[config.mk]
export PLATFORM = sky130hd
export DESIGN_NAME = bsg_token_credit_tx_flat
export DESIGN_NICKNAME = d
export VERILOG_FILES = /design/src/rtl/bsg_token_credit_pkg.sv /design/src/rtl/bsg_token_credit_tx_if.sv /design/src/rtl/bsg_two_fifo.sv /design/src/rtl/bsg_token_credit_tx.sv /design/src/flat_wrapper.sv
export SDC_FILE = /design/constraint.sdc
export NUM_CORES = 1
export LEC_CHECK = 0
export ABC_AREA = 1
export CORE_MARGIN = 4
export CORE_UTILIZATION = 35
export DETAILED_ROUTE_END_ITERATION = 16
export SETUP_SLACK_MARGIN = 0.15
export SLEW_MARGIN = 5
export SYNTH_ARGS = -nofsm -noshare
export SYNTH_HDL_FRONTEND = slang
export SYNTH_SLANG_ARGS = --single-unit
export TNS_END_PERCENT = 50
[constraint.sdc]
create_clock -name clk_i -period 5.73 [get_ports clk_i]
set_input_delay 0.8595 -clock clk_i [delete_from_list [all_inputs] [get_ports clk_i]]
set_output_delay 0.8595 -clock clk_i [all_outputs]
set_load 0.01 [all_outputs]
[src/rtl/bsg_token_credit_pkg.sv]
//==============================================================================
// Module      : bsg_token_credit_pkg
// Description : Shared types and sizing helpers for the token-credit transmitter.
// Revision    : 1.0 - initial release
//==============================================================================
`default_nettype none

package bsg_token_credit_pkg;

    typedef enum logic [0:0] {
        e_init = 1'b0,
        e_run  = 1'b1
    } state_e;

    // Counter must represent 0..credits inclusive.
    function automatic int credit_cnt_width(input int credits);
        return $clog2(credits + 1);
    endfunction

endpackage

`default_nettype wire

[src/rtl/bsg_token_credit_tx_if.sv]
//==============================================================================
// Module      : bsg_token_credit_tx_if
// Description : Core-side handshake and outbound channel word group.
// Revision    : 1.0 - initial release
//==============================================================================
`default_nettype none

interface bsg_token_credit_tx_if #(
    parameter int width_p = 8
) ();

    logic               v_i;
    logic [width_p-1:0] data_i;
    logic               ready_o;
    logic               valid_o;
    logic [width_p-1:0] data_o;

    modport slave (
        input  v_i,
        input  data_i,
        output ready_o,
        output valid_o,
        output data_o
    );

    modport master (
        output v_i,
        output data_i,
        input  ready_o,
        input  valid_o,
        input  data_o
    );

endinterface

`default_nettype wire

[src/rtl/bsg_two_fifo.sv]
//==============================================================================
// Module      : bsg_two_fifo
// Description : Two-entry first-word-fall-through FIFO, valid/ready in, valid/yumi out.
// Revision    : 1.0 - initial release
//==============================================================================
`default_nettype none

module bsg_two_fifo #(
    parameter int width_p = 8
) (
    input  wire logic               clk_i,
    input  wire logic               reset_i,
    output logic                    ready_o,
    input  wire logic [width_p-1:0] data_i,
    input  wire logic               v_i,
    output logic                    v_o,
    output logic [width_p-1:0]      data_o,
    input  wire logic               yumi_i
);

    logic [width_p-1:0] r_mem [2];
    logic               r_head;
    logic               r_tail;
    logic [1:0]         r_count;
    logic               w_enq;
    logic               w_deq;

    assign ready_o = (r_count != 2'd2);
    assign v_o     = (r_count != 2'd0);
    assign data_o  = r_mem[r_head];
    assign w_enq   = v_i & ready_o;
    assign w_deq   = yumi_i & v_o;

    always_ff @(posedge clk_i) begin
        if (reset_i) begin
            r_head  <= 1'b0;
            r_tail  <= 1'b0;
            r_count <= 2'd0;
        end else begin
            if (w_enq) r_tail <= ~r_tail;
            if (w_deq) r_head <= ~r_head;
            r_count <= r_count + {1'b0, w_enq} - {1'b0, w_deq};
        end
    end

    always_ff @(posedge clk_i) begin
        if (w_enq) r_mem[r_tail] <= data_i;
    end

endmodule

`default_nettype wire

[src/rtl/bsg_token_credit_tx.sv]
//==============================================================================
// Module      : bsg_token_credit_tx
// Description : Credit-gated transmit stage; buffers core words and releases
//               them to the channel while downstream credits remain.
// Revision    : 1.0 - initial release
//==============================================================================
`default_nettype none

module bsg_token_credit_tx
    import bsg_token_credit_pkg::*;
#(
    parameter int width_p           = 8,
    parameter int credits_p         = 32,
    parameter int tokens_per_edge_p = 4,
    localparam int c_cnt_w          = credit_cnt_width(credits_p)
) (
    input  wire logic              clk_i,
    input  wire logic              async_reset_n_i,
    input  wire logic              enable_i,
    bsg_token_credit_tx_if.slave   bus,
    input  wire logic              token_sync_i,
    output logic [c_cnt_w-1:0]     credits_o,
    output logic                   credit_overflow_o
);

    localparam logic [c_cnt_w-1:0] c_credits_max     = c_cnt_w'(credits_p);
    localparam logic [c_cnt_w:0]   c_credits_max_ext = (c_cnt_w + 1)'(credits_p);
    localparam logic [c_cnt_w:0]   c_tok_inc         = (c_cnt_w + 1)'(tokens_per_edge_p);

    state_e               r_state;
    state_e               w_state_next;
    logic                 r_token;
    logic [c_cnt_w-1:0]   r_credits;
    logic [c_cnt_w-1:0]   w_credits_next;
    logic [c_cnt_w:0]     w_credit_sum;
    logic                 r_overflow;
    logic                 w_overflow_set;
    logic                 r_valid;
    logic [width_p-1:0]   r_data;

    logic                 w_tok_edge;
    logic                 w_ready;
    logic                 w_send;
    logic                 w_fifo_flush;
    logic                 w_fifo_ready;
    logic                 w_fifo_v;
    logic [width_p-1:0]   w_fifo_data;

    assign w_tok_edge   = token_sync_i ^ r_token;
    assign w_ready      = (r_state == e_run) & w_fifo_ready;
    // The disabling edge already stops issue so nothing leaks out after enable_i drops.
    assign w_send       = (r_state == e_run) & enable_i & w_fifo_v & (r_credits != '0);
    assign w_fifo_flush = (r_state == e_init) | (w_state_next == e_init);

    bsg_two_fifo #(
        .width_p (width_p)
    ) u_fifo (
        .clk_i   (clk_i),
        .reset_i (w_fifo_flush),
        .ready_o (w_fifo_ready),
        .data_i  (bus.data_i),
        .v_i     (bus.v_i & w_ready),
        .v_o     (w_fifo_v),
        .data_o  (w_fifo_data),
        .yumi_i  (w_send)
    );

    always_comb begin
        w_state_next   = r_state;
        w_credits_next = r_credits;
        w_overflow_set = 1'b0;
        w_credit_sum   = {1'b0, r_credits} + (w_tok_edge ? c_tok_inc : '0)
                         - {{c_cnt_w{1'b0}}, w_send};
        case (r_state)
            e_init: begin
                w_credits_next = c_credits_max;
                if (enable_i) w_state_next = e_run;
            end
            e_run: begin
                if (!enable_i) begin
                    w_state_next   = e_init;
                    w_credits_next = c_credits_max;
                end else if (w_credit_sum > c_credits_max_ext) begin
                    w_credits_next = c_credits_max;
                    w_overflow_set = 1'b1;
                end else begin
                    w_credits_next = w_credit_sum[c_cnt_w-1:0];
                end
            end
            default: w_state_next = e_init;
        endcase
    end

    always_ff @(posedge clk_i or negedge async_reset_n_i) begin
        if (!async_reset_n_i) begin
            r_state    <= e_init;
            r_token    <= 1'b0;
            r_credits  <= c_credits_max;
            r_overflow <= 1'b0;
            r_valid    <= 1'b0;
            r_data     <= '0;
        end else begin
            r_state   <= w_state_next;
            r_token   <= token_sync_i;
            r_credits <= w_credits_next;
            r_valid   <= w_send;
            if (w_overflow_set) r_overflow <= 1'b1;
            if (w_send)         r_data     <= w_fifo_data;
        end
    end

    assign bus.ready_o        = w_ready;
    assign bus.valid_o        = r_valid;
    assign bus.data_o         = r_data;
    assign credits_o          = r_credits;
    assign credit_overflow_o  = r_overflow;

endmodule

`default_nettype wire
[src/flat_wrapper.sv]
// flat-port wrapper written by rule: the top's interface ports become plain ports
module bsg_token_credit_tx_flat import bsg_token_credit_pkg::*;
#(
    parameter int width_p           = 8,
    parameter int credits_p         = 32,
    parameter int tokens_per_edge_p = 4,
    localparam int c_cnt_w          = credit_cnt_width(credits_p)
)
  (clk_i, async_reset_n_i, enable_i, token_sync_i, credits_o, credit_overflow_o, bus_v_i, bus_data_i, bus_ready_o, bus_valid_o, bus_data_o);
  bsg_token_credit_tx_if #(.width_p(width_p)) bus_i ();
  input  wire logic clk_i;
  input  wire logic async_reset_n_i;
  input  wire logic enable_i;
  input  wire logic token_sync_i;
  output logic [c_cnt_w-1:0] credits_o;
  output logic credit_overflow_o;
  input wire logic [$bits(bus_i.v_i)-1:0] bus_v_i;
  input wire logic [$bits(bus_i.data_i)-1:0] bus_data_i;
  output wire logic [$bits(bus_i.ready_o)-1:0] bus_ready_o;
  output wire logic [$bits(bus_i.valid_o)-1:0] bus_valid_o;
  output wire logic [$bits(bus_i.data_o)-1:0] bus_data_o;
  assign bus_i.v_i = bus_v_i;
  assign bus_i.data_i = bus_data_i;
  assign bus_ready_o = bus_i.ready_o;
  assign bus_valid_o = bus_i.valid_o;
  assign bus_data_o = bus_i.data_o;
  bsg_token_credit_tx #(.width_p(width_p), .credits_p(credits_p), .tokens_per_edge_p(tokens_per_edge_p)) u_core (.clk_i(clk_i), .async_reset_n_i(async_reset_n_i), .enable_i(enable_i), .bus(bus_i), .token_sync_i(token_sync_i), .credits_o(credits_o), .credit_overflow_o(credit_overflow_o));
endmodule
==> flow_metrics.py <==
metrics = {
    "run_status": {
        "status": "completed",
    },
    "power_and_ir_drop": {
        "power.total_w": 0.000790,
        "vdd_drop_max_mv": 0.223,
        "leakage_nw": 0.944,
        "pwr_density_cell_nw_per_um2": 368,
    },
    "worst_setup_path": {
        "r2r_start": "u_core.credits_o[4]",
        "crit_path_frequent_cell": "nand2_1",
        "endpoint": "u_core.credit_overflow_o",
        "cp-start-kind": "input pin",
        "reg2reg_depth": 17,
        "critical_path_cell_count": 17,
        "crit_path_cell_trace": "clkdlybuf4s50_1 > nand2_1 > nor2_2 > nand2_2 > inv_1 > ha_1 > inv_1 > ha_1 > inv_1 > fa_1 > nand3_1 > nor2_2 > nand3_1 > nand2_2 > nand2_1 > nand2_1 > nand2_1",
        "critPathLaunch": "enable_i",
        "crit_buf_inv": 4,
        "crit_arrival_ns": 3.16,
        "slowest_delay_ns": 0.51,
        "worstReg2RegEnd": "u_core.credit_overflow_o",
        "worstPathRequired_ns": 5.91,
        "cp_top_family": "adder cells",
        "crit_type": "in -> reg",
        "path_max_fanout": 4,
        "cp-end-kind": "register",
        "r2r_slack_ns": 3.07,
        "crit_slowest_cell": "fa_1",
    },
    "logic_synthesis": {
        "synth_top_area_share_pct": 28.2,
        "ys_types": 26,
        "ys_seq_elements": 38,
        "synth_cells": 167,
        "ys_warn_count": 0,
        "ys_top_cells_by_area": "edfxtp_1 (28%), dfrtp_1 (25%), ha_1 (7.3%)",
        "synth_nets": 191,
        "postSynthAreaPerCell_um2": 10.2,
        "yosysSeqAreaShare_pct": 59.4,
        "mappedNetlistArea_um2": 1700,
        "synth_top_cell_by_area": "edfxtp_1",
    },
    "placement": {
        "dp.final_hpwl_mm": 2.27,
        "port_buffers": 29,
        "place_congestion": 0.807,
        "postPlaceCellArea_um2": 2060,
        "pre_cts_slack_ns": 2.40,
    },
    "floorplanning": {
        "die_h_um": 77.8,
        "die_area_um2": 6050,
        "rows": 25,
        "core-area_um2": 4720,
        "start_util_pct": 36.1,
        "io_pins": 30,
        "dieWidth_um": 77.8,
    },
    "drt": {
        "ant_nets": 0,
        "wirelength_mm": 2.99,
        "post_drt_wl_per_cell_um": 11.1,
        "drc": 0,
        "routed-via-count": 1155,
        "via_per_inst": 4.29,
        "first_pass_iters": 4,
        "drt_iter0_drc": 30,
    },
    "sta": {
        "maxSlewViolCount": 0,
        "tightest_slew_ns": 0.827,
        "post-route-period-util_pct": 52.1,
        "slew_headroom_pct": 44.7,
        "grt_setup_unrepaired": "no",
        "layout_setup_ws_ns": 2.75,
        "fin_crit_ns": 2.98,
        "setup_viol": 0,
        "fin_worst_skew_ns": 0.00470,
        "finalHoldViolations": 0,
        "clock.fmax_mhz": 335,
        "fin_tns_setup_ns": 0,
    },
    "cells_and_area": {
        "multi_input_area_um2": 576,
        "postLayoutCoreUtil_pct": 45.4,
        "drive_gt1_share_pct": 8.42,
        "fin_area_um2": 2140,
        "fillerInstances": 464,
        "regArea_um2": 1010,
        "area_delta_synth_final_pct": 25.8,
        "nets": 225,
        "antennaDiodeCount": 0,
    },
    "global_routing": {
        "antenna_found_initial": 0,
        "grt_usage_pct": 11.5,
        "grt_first_pass_wirelength_mm": 5.27,
        "overflow": 0,
        "grt_pass1_vias": 1205,
        "grt_max_degree": 19,
    },
    "clock_network": {
        "clk_pin_slew_ns": 0.07,
        "cts_tree": "done",
        "clk_latency_ns": 0.28,
        "h-tree-depth": 2,
        "cts.hold.buffers_added": 0,
        "numCtsBuffers": 5,
        "post-cts-setup-buffers": 0,
        "cts-resized-gates": 0,
        "cts_root_buffer": "clkbuf_8",
        "clock_path_buffers": 2,
        "cts.sinks": 38,
    },
    "flow_run": {
        "maxCapViolations": 0,
    },
    "min_path": {
        "hp-class": "reg -> reg",
    },
}
cell usage in the layout (no fill, tap or decap), types with 2 or more instances in the layout:
master           netlist  routed
a21oi_1                6       6
a31oi_1                8       8
clkbuf_8               0       5
clkdlybuf4s50_1        0      29
clkinv_2               0       2
dfrtp_1               17      17
dfxtp_1                4       4
edfxtp_1              16      16
ha_1                  10      10
inv_1                 23      23
nand2_1               31      31
nand2_2                4       4
nand3_1                9       9
nand4_1                2       2
nor2_1                20      20
nor2_2                 2       2
o21ai_0                3       3
Yosys cell counts, drive strengths merged:
library cell  instances
nand2                35
inv                  25
nor2                 22
dfrtp                17
edfxtp               16
ha                   10
nand3                10
a31oi                 8
a21oi                 6
dfxtp                 4
o21ai                 3
buf                   2
nand4                 2
a21boi                1
and2                  1
clkinv                1
dfstp                 1
fa                    1
xnor2                 1
xor2                  1
metrics by stage:
stage          cells  hold WS [ns]
2_1_floorplan    167         0.443
3_3_place_gp     261         0.453
3_5_place_dp     261         0.457
4_1_cts          269         0.475
5_1_grt          269         0.484
6_report         269         0.465
final cells by class:
| cell class | count | share of cell area, % |
|---|---|---|
| Clock buffer | 6 | 3.38 |
| Clock inverter | 2 | 0.467 |
| Inverter | 26 | 4.67 |
| Multi-Input combinational cell | 101 | 26.8 |
| Sequential cell | 38 | 47.2 |
| Tap cell | 67 | 3.91 |
| Timing Repair Buffer | 29 | 13.5 |
how the worst min path moves through the flow:
stage	startpoint	end	slack (ns)	cells after the start
2_1_floorplan	u_core.u_fifo.r_count[1]	u_core.u_fifo.r_count[1]	0.44	1
3_3_place_gp	u_core.credit_overflow_o	u_core.credit_overflow_o	0.45	2
3_5_place_dp	u_core.credit_overflow_o	u_core.credit_overflow_o	0.46	2
4_1_cts	u_core.credit_overflow_o	u_core.credit_overflow_o	0.48	2
5_1_grt	u_core.credit_overflow_o	u_core.credit_overflow_o	0.48	2
6_report	u_core.credit_overflow_o	u_core.credit_overflow_o	0.46	2
registers in the layout, summed over array words and instances (netlist names), 2 cells and up:
signal	flops
u_core.bus.data_o	8
u_core.credits_o	6
u_core.u_fifo.r_count	2
u_core.u_fifo.r_mem	16
layer usage:
layer  routed length [um]  GRT usage [%]  part of all wire, %  vias to the layer above
met1                 1220           12.0                   41                      517
li1                     -              -                    -                      614
met3                  151           4.41                  5.1                        5
met4                   44           4.80                  1.5                        0
met5                    0              0                    0                        -
met2                 1580           20.5                   53                       19
report_power, final:
group / internal (W) / total (W) / switching [W] / leakage [nW]
combinational: 0.000133 / 0.000271 / 0.000138 / 0.501
clock: 0.0000842 / 0.000173 / 0.0000886 / 0.0450
sequential: 0.000324 / 0.000346 / 0.0000226 / 0.399
total: 0.000541 / 0.000790 / 0.000249 / 0.944
cells by family after synthesis:
logic type	synth area share [%]
flops	59.4
buf+inv	6.83
compound gates	6.02
fa+ha+maj	8.52
simple gates	18.2
xor+xnor	1.03
worst min-delay path, stage by stage (launching register included):
cell and delay, ns:
dfrtp_1 0.34, inv_1 0.04, nand2_1 0.05
(Power assumes the default switching activity.)
==> patch: new RTL, same flow settings <==
`credits_p` is set to 32 in 2 places; all go to 16.
--- a/src/rtl/bsg_token_credit_tx.sv
+++ b/src/rtl/bsg_token_credit_tx.sv
@@ -10,7 +10,7 @@
     import bsg_token_credit_pkg::*;
 #(
     parameter int width_p           = 8,
-    parameter int credits_p         = 32,
+    parameter int credits_p         = 16,
     parameter int tokens_per_edge_p = 4,
     localparam int c_cnt_w          = credit_cnt_width(credits_p)
 ) (
--- a/src/flat_wrapper.sv
+++ b/src/flat_wrapper.sv
@@ -2,7 +2,7 @@
 module bsg_token_credit_tx_flat import bsg_token_credit_pkg::*;
 #(
     parameter int width_p           = 8,
-    parameter int credits_p         = 32,
+    parameter int credits_p         = 16,
     parameter int tokens_per_edge_p = 4,
     localparam int c_cnt_w          = credit_cnt_width(credits_p)
 )
Ports: changed (resized credits_o); port bits go from 30 to 29. No check against the original RTL was run, so the function may have changed too.
==> patch against the original RTL <==
Setup slack worse by 0.085 ns; design area is 3.5% lower; sequential cell count decreased by 1; die area decreased by 3.6%; routed wire length down 1.4%; area after synthesis is 4.0% lower; global-route usage decreased by 0.20 points; power down 12%; count of clock-buffer cells in the layout is the same; critical path type unchanged; largest cell class unchanged; largest power group unchanged.
==> patch: results <==
metrics = {
    "setup_path": {
        "cp_data_arrival_time_ns": 3.28,
        "critical_path.max_fanout": 11,
    },
    "synth": {
        "synth_area_leaders": "edfxtp_1 (29%), dfrtp_1 (24%), nand2_1 (7.6%)",
        "synth_seq_area_share_pct": 60.37,
        "synthArstFlopShare_pct": 45.95,
        "synth_cell_types": 25,
        "synth_warnings": 0,
        "synthesis.nets": 176,
        "yosys-top-cells-count": "nand2_1 (33), inv_1 (17), dfrtp_1 (16), edfxtp_1 (16), nor2_1 (12)",
    },
    "clock_tree": {
        "cts_buffer_depth": 2,
        "ctsRootBufferMaster": "clkbuf_8",
        "postCtsSetupRepairBufs": 0,
        "cts-buffers-inserted": 5,
        "post_cts_resized": 0,
    },
    "power": {
        "switchingPower_uw": 186.5,
        "power_share_of_the_sequential_group_pct": 45.8,
        "p_leak_nw": 0.8907,
        "power.ir.vdd_worst_mv": 0.1434,
        "p_clk_uw": 219,
    },
    "global_route": {
        "track_usage_pct": 11.32,
        "grt_antenna_before_repair": 0,
        "grt_max_degree": 18,
        "first_pass_grt_wire_length_mm": 5.202,
        "number_of_global_route_vias_before_repair": 1141,
    },
    "hold_path": {
        "hold_class": "reg -> reg",
    },
    "sta": {
        "setup-tns-final_ns": 0,
        "slew_headroom_pct": 49.12,
        "clock_skew_ns": 0.004982,
    },
    "finish": {
        "layout.filler_cells": 412,
        "nNetsFinal": 209,
        "final_layout_size_suffix_gt1_share_pct": 11.17,
        "antenna_cells_inserted": 0,
        "largest_reg_flops": 16,
    },
    "placement": {
        "dp_hpwl_mm": 2.228,
        "io_buffers": 28,
        "pre_cts_ws_ns": 2.329,
        "globalplace.congestion": 0.7512,
    },
    "drt": {
        "drt_first_iter_violations": 74,
        "post_drt_via_cell_ratio": 4.571,
        "detailed_routing_iterations_pass_1": 4,
        "routed_wirelength_mm": 2.946,
    },
    "outcome": {
        "result_of_the_run": "completed",
    },
}
[patch: changes by cell type after synthesis, sizes merged, moves of 2 or more]
| cell | unedited run | this run |
|---|---|---|
| a31oi | 8 | 0 |
| ha | 10 | 8 |
| inv | 25 | 23 |
| nand3 | 10 | 8 |
| nor2 | 22 | 12 |
| o211ai | 0 | 8 |
| or2 | 0 | 8 |
[patch: final cells by class]
type / instances / area (µm²) / area share, %
Clock buffer: 6 / 72.57 / 3.507
Multi-Input combinational cell: 91 / 538.0 / 26.00
Timing Repair Buffer: 28 / 280.3 / 13.54
Inverter: 24 / 91.34 / 4.414
Sequential cell: 37 / 987.2 / 47.70
Tap cell: 52 / 65.06 / 3.144
Clock inverter: 2 / 35.03 / 1.693
[patch: final timing paths]
path                                                      start                                   end  slack [ns]  cells past startpoint
max in group asynchronous                       async_reset_n_i         u_core.credits_o[0]$_DFF_PN0_        4.23                      1
hold reg to reg            u_core.credit_overflow_o$_DFFE_PN0P_  u_core.credit_overflow_o$_DFFE_PN0P_        0.48                      2
min in group asynchronous                       async_reset_n_i         u_core.credits_o[3]$_DFF_PN0_        1.02                      1
hold / removal             u_core.credit_overflow_o$_DFFE_PN0P_  u_core.credit_overflow_o$_DFFE_PN0P_        0.48                      2
setup / recovery                                       enable_i         u_core.credits_o[2]$_DFF_PN0_        2.66                     14
setup reg to reg                  u_core.credits_o[4]$_DFF_PN1_         u_core.credits_o[2]$_DFF_PN0_        3.26                     13
[patch: metrics by stage]
| stage | util, % | cell area (µm²) | instances | power [mW] |
|---|---|---|---|---|
| finish | 46.57 | 2069 | 240 | 0.6993 |
| global route | 46.57 | 2069 | 240 | 0.7440 |
| CTS | 46.57 | 2069 | 240 | 0.7097 |
| detailed placement | 44.14 | 1962 | 232 | 0.4882 |
| global placement | 44.14 | 1962 | 232 | 0.4859 |
| floorplan | - | 1635 | 154 | 0.4122 |
[patch: routing by layer]
metal  up-vias  track usage [%]  routed length [µm]  share of wire [%]
li1        571                -                   -                  -
met1       500            14.06                1431                 49
met2        22            18.28                1367                 46
met3         4            3.664                 111                3.8
met4         0            4.348                  36                1.2
met5         -                0                   0                  0
[patch: kinds of logic (layout without fill, tap and decap cells)]
logic type | after synthesis | in the layout | synth area share (%)
AOI/OAI and AO/OA | 17 | 17 | 7.269
adders and majority gates | 9 | 9 | 7.345
xor gates and xnor gates | 2 | 2 | 1.071
buffers and inverters | 26 | 60 | 6.733
and+or+nand+nor | 63 | 63 | 17.22
DFF | 37 | 37 | 60.37
[patch: critical path: stages]
cell	delay [ns]
clkdlybuf4s50_1	0.47
nand2_1	0.11
a21oi_2	0.12
nand2_1	0.26
inv_2	0.12
ha_1	0.14
inv_1	0.04
ha_1	0.20
fa_1	0.41
nand3_1	0.11
nand3_1	0.10
nand2_2	0.12
nand3_2	0.10
nor2_1	0.11
